$ cat config.mk
export PLATFORM = sky130hd
export DESIGN_NAME = moving_average_filter
export DESIGN_NICKNAME = d
export VERILOG_FILES = /design/src/rtl/moving_average_filter.sv
export SDC_FILE = /design/constraint.sdc
export NUM_CORES = 1
export LEC_CHECK = 0
export ABC_CLOCK_PERIOD_IN_PS = 2400
export CAP_MARGIN = 0
export CORE_MARGIN = 2
export CORE_UTILIZATION = 56
export DETAILED_ROUTE_END_ITERATION = 6
export DONT_BUFFER_PORTS = 1
export PLACE_DENSITY = 0.74
export SLEW_MARGIN = 30
export SYNTH_ARGS = -nofsm -noshare
export SYNTH_HDL_FRONTEND = slang
export SYNTH_SLANG_ARGS = --single-unit
$ cat constraint.sdc
create_clock -name clk -period 2.4 [get_ports clk]
set_input_delay 0.48 -clock clk [delete_from_list [all_inputs] [get_ports clk]]
set_output_delay 0.48 -clock clk [all_outputs]
set_load 0.005 [all_outputs]
$ cat src/rtl/moving_average_filter.sv
// Streaming boxcar filter: result is the registered sum of the last ORDER
// unsigned input samples. One sample is taken on every rising clock edge, and
// the mean is result / ORDER.
//
// Ports:
//   clk    - clock; all state updates on the rising edge
//   nrst   - asynchronous active-low reset; clears taps, accumulator and result
//   data   - unsigned input sample, taken every edge while nrst = 1
//   result - registered sum of the last ORDER samples (warm-up samples count as 0)
module moving_average_filter #(
   parameter int unsigned INPUT_WIDTH  = 16,
   parameter int unsigned OUTPUT_WIDTH = 18,
   parameter int unsigned ORDER        = 4
) (
   input  logic                    clk,
   input  logic                    nrst,
   input  logic [INPUT_WIDTH-1:0]  data,
   output logic [OUTPUT_WIDTH-1:0] result
);

   // Narrowest sum that can hold ORDER full-scale samples without wrapping
   localparam int unsigned MIN_OUT_W = INPUT_WIDTH + $clog2(ORDER);

   // Reject parameter sets that could overflow the sum or have an empty window
   generate
      if (ORDER == 0) begin : g_bad_order
         $error("moving_average_filter: ORDER must be >= 1");
      end
      if (OUTPUT_WIDTH < MIN_OUT_W) begin : g_bad_width
         $error("moving_average_filter: OUTPUT_WIDTH too small for INPUT_WIDTH and ORDER");
      end
   endgenerate

   logic [INPUT_WIDTH-1:0]  taps [ORDER];
   logic [OUTPUT_WIDTH-1:0] acc;

   // Delay line plus recursive running sum. taps[ORDER-1] is the sample that
   // leaves the window on this edge. acc always contains that sample, so the
   // subtraction cannot underflow.
   always_ff @(posedge clk or negedge nrst) begin
      if (!nrst) begin
         for (int i = 0; i < int'(ORDER); i++) begin
            taps[i] <= '0;
         end
         acc <= '0;
      end else begin
         taps[0] <= data;
         for (int i = 1; i < int'(ORDER); i++) begin
            taps[i] <= taps[i-1];
         end
         acc <= acc + OUTPUT_WIDTH'(data) - OUTPUT_WIDTH'(taps[ORDER-1]);
      end
   end

   assign result = acc;

endmodule

==> flow_summary.json, run 1 <==
{
  "cts_max_level": 3,
  "viasPerCell": 4.98,
  "clock_sinks": 82,
  "synth_top_family_by_area": "adder cells",
  "cap_violations": 0,
  "r2r-end": "result[17]$_DFF_PN0_",
  "fillers": 418,
  "crit_fanout": 5,
  "fin_ws_ps": 1.98,
  "path_cells": "inv_2 -> fa_1 -> inv_2 -> ha_4 -> nand3_4 -> or3_4 -> o22a_1 -> o21ai_4 -> o21ai_2 -> xnor2_1",
  "start_kind": "flip-flop",
  "num_vias": 2280,
  "grt_pass1_wl_um": 11300,
  "clkLatencyLatePin_ps": 370,
  "core_um2": 6280,
  "r2r-start": "result[10]$_DFF_PN0_",
  "synth.most_common_cell": "dfrtp_1",
  "setup_viol": 0,
  "detailed_place_hpwl_um": 4580,
  "skew_ps": 6.30,
  "synth-main-ff-cell": "dfrtp_1",
  "clk_pin_slew_worst_paths_ps": 90,
  "synthAdderAreaFrac_pct": 15.2,
  "syn_area_um2": 3590,
  "ff2ff_setup_slack_ps": 2,
  "status": "completed",
  "drt_pass1_iterations": 4,
  "final_max_slew_viol_count": 0,
  "synth_top_area_share_pct": 57.2,
  "ios": 36,
  "r2r_cells": 10,
  "cpMaxStageDelayCell": "fa_1",
  "ys_async_sr_fraction_pct": 100,
  "clock_path_buffers": 2,
  "antenna_cells": 0,
  "rsz0062_at_grt": "yes",
  "finalCritPeriodShare_pct": 99.9,
  "max_stage_delay_ps": 520,
  "end_kind": "flip-flop",
  "wl_um": 6850,
  "synth-compound-area-share_pct": 8.83,
  "die_w_um": 84.0,
  "fmax_ghz": 0.417,
  "ys_top_cells_by_count": "dfrtp_1, inv_1, ha_1, fa_1",
  "cts_root_buf": "clkbuf_8",
  "tightest_slew_ps": 381,
  "dpl_worst_slack_ps": -227,
  "post-route-drc-count": 0,
  "antenna_found_initial": 0,
  "die-area_um2": 7060,
  "cts_tree": "yes",
  "synth_area_per_cell_um2": 11.9,
  "layout-drive-gt1-share_pct": 36.2,
  "area_growth_pct": 30.9,
  "synth_xor_area_share_pct": 3.42,
  "fin_nets": 428,
  "start_util_pct": 57.1,
  "drt_iter0_drc": 76,
  "grt_overflow": 0,
  "p_leak_nw": 2.26,
  "gp_congestion": 0.832,
  "final_antenna_net_count": 0,
  "yosys.area_share.simple_pct": 7.15,
  "period_needed_ps": 2400,
  "numCtsBuffers": 9,
  "syn_nets": 353,
  "max-slew-margin-rel_pct": 74.6,
  "grtUsageTotal_pct": 21.2,
  "fin_worst_hold_slack_ps": 9.48,
  "synthMuxAreaShare_pct": 0,
  "portBuffers": 0,
  "hold_violations": 0,
  "syn_inst": 301,
  "grt_pass1_vias": 2470,
  "p_per_area_nw_per_um2": 1640,
  "worstPathArrival_ps": 2650,
  "required_ps": 2650,
  "ys_types": 41,
  "avgRoutedWirePerCell_um": 15.0,
  "yosysSeqAreaShare_pct": 57.2,
  "ys_ff_latch": 82,
  "grt_max_degree": 83,
  "synth_edf_count": 0,
  "min_path_type": "in -> async",
  "die_y_um": 84.0,
  "yosysWarnings": 0,
  "critPathKind": "reg -> reg",
  "synthTopCellsByArea": "dfrtp_1, fa_1, inv_1",
  "rows": 29,
  "yosys.area.top_type": "dfrtp_1",
  "crit_top_cell": "inv_2",
  "vdd_ir_drop_max_mv": 1.09
}
==> stage by stage <==
stage                     total power, mW  cells  util, %  cell area (um2)  TNS [ps]
after floorplan                      4.43    301        -             3710     -31.9
after global placement               5.62    424     66.0             4140      -898
after detailed placement             5.77    424     66.0             4140     -1300
after CTS                            7.25    453     72.2             4530      -132
after global routing                 8.27    458     74.8             4690      -389
final                                7.69    458     74.8             4690         0
==> power by group <==
part | internal [mW] | switching [mW] | total, mW
clock | 0.517 | 0.517 | 1.03
sequential | 1.64 | 0.121 | 1.76
combinational | 2.57 | 2.32 | 4.90
==> registers in the layout, indices dropped and copies added, names as in the netlist <==
| signal | flops |
|---|---|
| taps | 64 |
| result | 18 |
==> cell type report <==
cell class | instances | area (um2) | share of cell area, %
flip-flops and latches | 82 | 2050 | 43.7
clock inverters | 6 | 71.3 | 1.52
multi-input cells | 143 | 1530 | 32.5
clock buffers | 10 | 138 | 2.93
inverters | 71 | 274 | 5.84
well taps | 77 | 96.3 | 2.05
repair buffers | 69 | 538 | 11.5
==> kinds of logic after synthesis <==
group	after synthesis
adder cells (fa/ha/maj)	34
XOR/XNOR	14
flip-flops	82
buffers and inverters	76
AO/OA/AOI/OAI	46
AND/OR/NAND/NOR	49
==> repair_timing <==
action | 4_1_cts | 5_1_grt
pin swaps | 24 | 31
cloned | 0 | 0
gates resized for setup | 15 | 25
endpoints found under the hold margin | 82 | 0
setup endpoints to repair | 9 | 9
setup buffers | 12 | 5
hold buffers | 1 | 0
==> worst max-delay path by stage <==
stage          slack, ps  cells after the start              endpoint                 start
2_1_floorplan        -20                     11  result[17]$_DFF_PN0_              data[10]
6_report               2                     10  result[17]$_DFF_PN0_  result[10]$_DFF_PN0_
4_1_cts              -70                     10  result[16]$_DFF_PN0_   result[1]$_DFF_PN0_
5_1_grt             -100                     10  result[16]$_DFF_PN0_   result[2]$_DFF_PN0_
3_3_place_gp        -220                     10  result[17]$_DFF_PN0_              data[10]
3_5_place_dp        -230                     10  result[17]$_DFF_PN0_              data[10]
==> critical path: cells and delay by family, from the launching register on <==
kind	cells	cell delay [ps]
buffers and inverters	2	90
flip-flops	1	360
AND/OR/NAND/NOR	2	460
XOR/XNOR	1	130
adder cells (fa/ha/maj)	2	820
AO/OA/AOI/OAI	3	390
==> per-layer routing <==
layer  part of all wire [%]  global-route usage (%)  routed length [um]
met3                    4.6                    6.82                 318
met5                      0                       0                   0
met1                     41                    25.2                2790
met2                     53                    35.4                3620
met4                    1.8                    8.80                 123
==> cells in the final DEF, fill, tap and decap left out, types with 2 or more instances in the layout <==
cell,n
nor2b_1,2
nor3_1,2
a21o_1,3
ha_4,12
nor2_2,2
o21ai_1,3
o211ai_1,4
dfrtp_1,82
ha_1,6
inv_6,2
nand3_1,5
fa_1,15
nor2_1,13
o21ai_0,4
nand2_1,9
a21oi_1,7
inv_2,9
xnor2_1,13
clkbuf_8,10
clkinvlp_4,2
nand3_2,3
or4_1,2
o21a_1,4
a21oi_2,7
buf_4,68
inv_1,61
o21ai_4,2
Note: power is estimated with default switching activity, not from simulation.
==> inputs of run 2 (changes only) <==
Settings changed: ABC_CLOCK_PERIOD_IN_PS 2400 to 2600, CORE_UTILIZATION 56 to 61, PLACE_DENSITY 0.74 to 0.77.
Clock period 2.4 ns to 2.6 ns, I/O delays scaled along.
==> run 2 against run 1 <==
  * Worst hold slack better by 33 ps
  * Die area down 7.8%
  * Routed wire length down 12%
  * Register-to-register slack better by 90 ps
  * Sequential share of layout area increased by 5.0 points
  * Sequential power down 6%
  * Non-clock buffer count fell by 43
  * Core utilization grew 0.27 points
  * Power decreased by 21%
  * Fmax fell by 4.3%
  * Critical path type unchanged
  * Largest power group unchanged
==> flow_summary.json, run 2 (synthesis results as in run 1) <==
{
  "drt_pass1_iterations": 4,
  "status": "completed",
  "fin_worst_hold_slack_ps": 42.9,
  "fin_ws_ps": 93.3,
  "drt_iter0_drc": 122,
  "layoutNonFillerInstCount": 410,
  "grt_pass1_vias": 2218,
  "start_kind": "flip-flop",
  "dpl_worst_slack_ps": -151,
  "dp.cells": 392,
  "numCtsBuffers": 9,
  "grtUsageMet1_pct": 28.6,
  "tightest_slew_ps": 406,
  "clock_path_buffers": 2,
  "crit_fanout": 4,
  "crit_top_cell": "inv_1",
  "post-route-drc-count": 0,
  "power_frac_comb_pct": 56.5,
  "r2r_cells": 10,
  "skew_ps": 8.40,
  "die_w_um": 80.7,
  "largest_reg_flops": 64,
  "p_int_mw": 3.72,
  "ff2ff_setup_slack_ps": 90,
  "p_leak_nw": 2.04,
  "clk_pin_slew_worst_paths_ps": 80,
  "start_util_pct": 63.9,
  "crit_buf_inv": 3,
  "cpMaxStageDelayCell": "fa_1",
  "period_needed_ps": 2510,
  "p_per_area_nw_per_um2": 1440,
  "area_growth_pct": 17.4,
  "largest_register": "taps",
  "final_antenna_net_count": 0,
  "required_ps": 2850,
  "layout-drive-gt1-share_pct": 18.9,
  "fmax_ghz": 0.399,
  "vdd_ir_drop_max_mv": 0.767,
  "setup_viol": 0,
  "gp_congestion": 0.820,
  "critPathKind": "reg -> reg",
  "min_path_type": "in -> async",
  "grt_pass1_wl_um": 10100,
  "swShare_pct": 38.7,
  "stdcell_area_um2": 4210,
  "layout_common_cells": "dfrtp_1, inv_1, buf_4",
  "cts_max_level": 3,
  "r2r-start": "result[5]$_DFF_PN0_",
  "worstPathArrival_ps": 2750,
  "final_common_cell": "dfrtp_1",
  "ios": 36,
  "wl_um": 6000,
  "die_y_um": 80.7,
  "max-slew-margin-rel_pct": 72.9,
  "core_um2": 5610,
  "grtUsageTotal_pct": 21.2,
  "grt_overflow": 0,
  "p_total_mw": 6.07,
  "grt_max_degree": 83,
  "clock_sinks": 82,
  "pwr-share-seq_pct": 27.3,
  "p_sw_mw": 2.35,
  "detailed_place_hpwl_um": 4000,
  "die-area_um2": 6510,
  "hold_violations": 0,
  "antenna_found_initial": 0,
  "cts_tree": "yes",
  "portBuffers": 0,
  "rows": 27,
  "viasPerCell": 5.15,
  "path_delay_family": "compound AO/OA/AOI/OAI gates",
  "avgRoutedWirePerCell_um": 14.6,
  "met3_usage_pct": 6.74,
  "path_cells": "inv_1 -> fa_1 -> inv_1 -> ha_1 -> o21ai_1 -> a21oi_2 -> o21ai_4 -> buf_4 -> o21a_1 -> o311ai_1",
  "r2r-end": "result[12]$_DFF_PN0_",
  "num_vias": 2113,
  "grtUsageMet2_pct": 32.0,
  "fillers": 379,
  "finalCritPeriodShare_pct": 96.4,
  "cts_root_buf": "clkbuf_8",
  "antenna_cells": 0,
  "grt-busiest-layer": "met2",
  "p_clk_share_pct": 16.1,
  "place_area_um2": 3830,
  "fin_nets": 385,
  "final_max_slew_viol_count": 0,
  "clkLatencyLatePin_ps": 350,
  "cap_violations": 0,
  "end_kind": "flip-flop",
  "max_stage_delay_ps": 500
}
==> run 2: cell count changes in the layout (fill, tap and decap cells not counted), sizes merged <==
| cell | before | now |
|---|---|---|
| inv | 73 | 72 |
| buf | 69 | 26 |
| bufinv | 1 | 2 |
==> run 2: cell type report <==
class	count	area (um2)	area share, %
clock buffers	10	128	3.03
repair buffers	26	215	5.11
well taps	72	90.1	2.14
clock inverters	6	88.8	2.11
inverters	71	267	6.33
multi-input cells	143	1370	32.5
flip-flops and latches	82	2050	48.8
==> run 2: how the worst max path moves through the flow <==
stage	cells after the start	end	slack, ps	startpoint
global placement	10	result[16]$_DFF_PN0_	-140	data[9]
detailed placement	10	result[17]$_DFF_PN0_	-150	data[10]
global route	10	result[12]$_DFF_PN0_	-50	result[5]$_DFF_PN0_
CTS	10	result[16]$_DFF_PN0_	10	result[9]$_DFF_PN0_
floorplan	11	result[17]$_DFF_PN0_	20	data[11]
finish	10	result[12]$_DFF_PN0_	90	result[5]$_DFF_PN0_
==> run 2: power by group through the flow <==
stage	registers [mW]	logic (mW)	clock network, mW
3_3_place_gp	1.68	2.98	0
4_1_cts	1.66	3.08	1.00
2_1_floorplan	1.64	2.16	0
6_report	1.66	3.43	0.980
5_1_grt	1.69	3.85	1.06
3_5_place_dp	1.69	3.01	0
==> run 2: metal layers <==
metal / vias up / part of all wire [%]
li1: 1010 / -
met5: - / 0
met2: 43 / 48
met3: 8 / 6.0
met4: 0 / 1.7
met1: 1052 / 45
==> run 2: timing repair <==
item / in CTS / in global routing
hold endpoints to repair: 82 / 0
hold buffers: 1 / 0
buffers inserted: 0 / 1
setup endpoints to repair: 0 / 5
gates resized for setup: 0 / 20
==> run 2: metrics by stage <==
| stage | util (%) | TNS [ps] |
|---|---|---|
| finish | 75.1 | 0 |
| global placement | 68.3 | -330 |
| CTS | 72.6 | 0 |
| detailed placement | 68.3 | -495 |
| global route | 75.1 | -64.7 |
| floorplan | - | 0 |
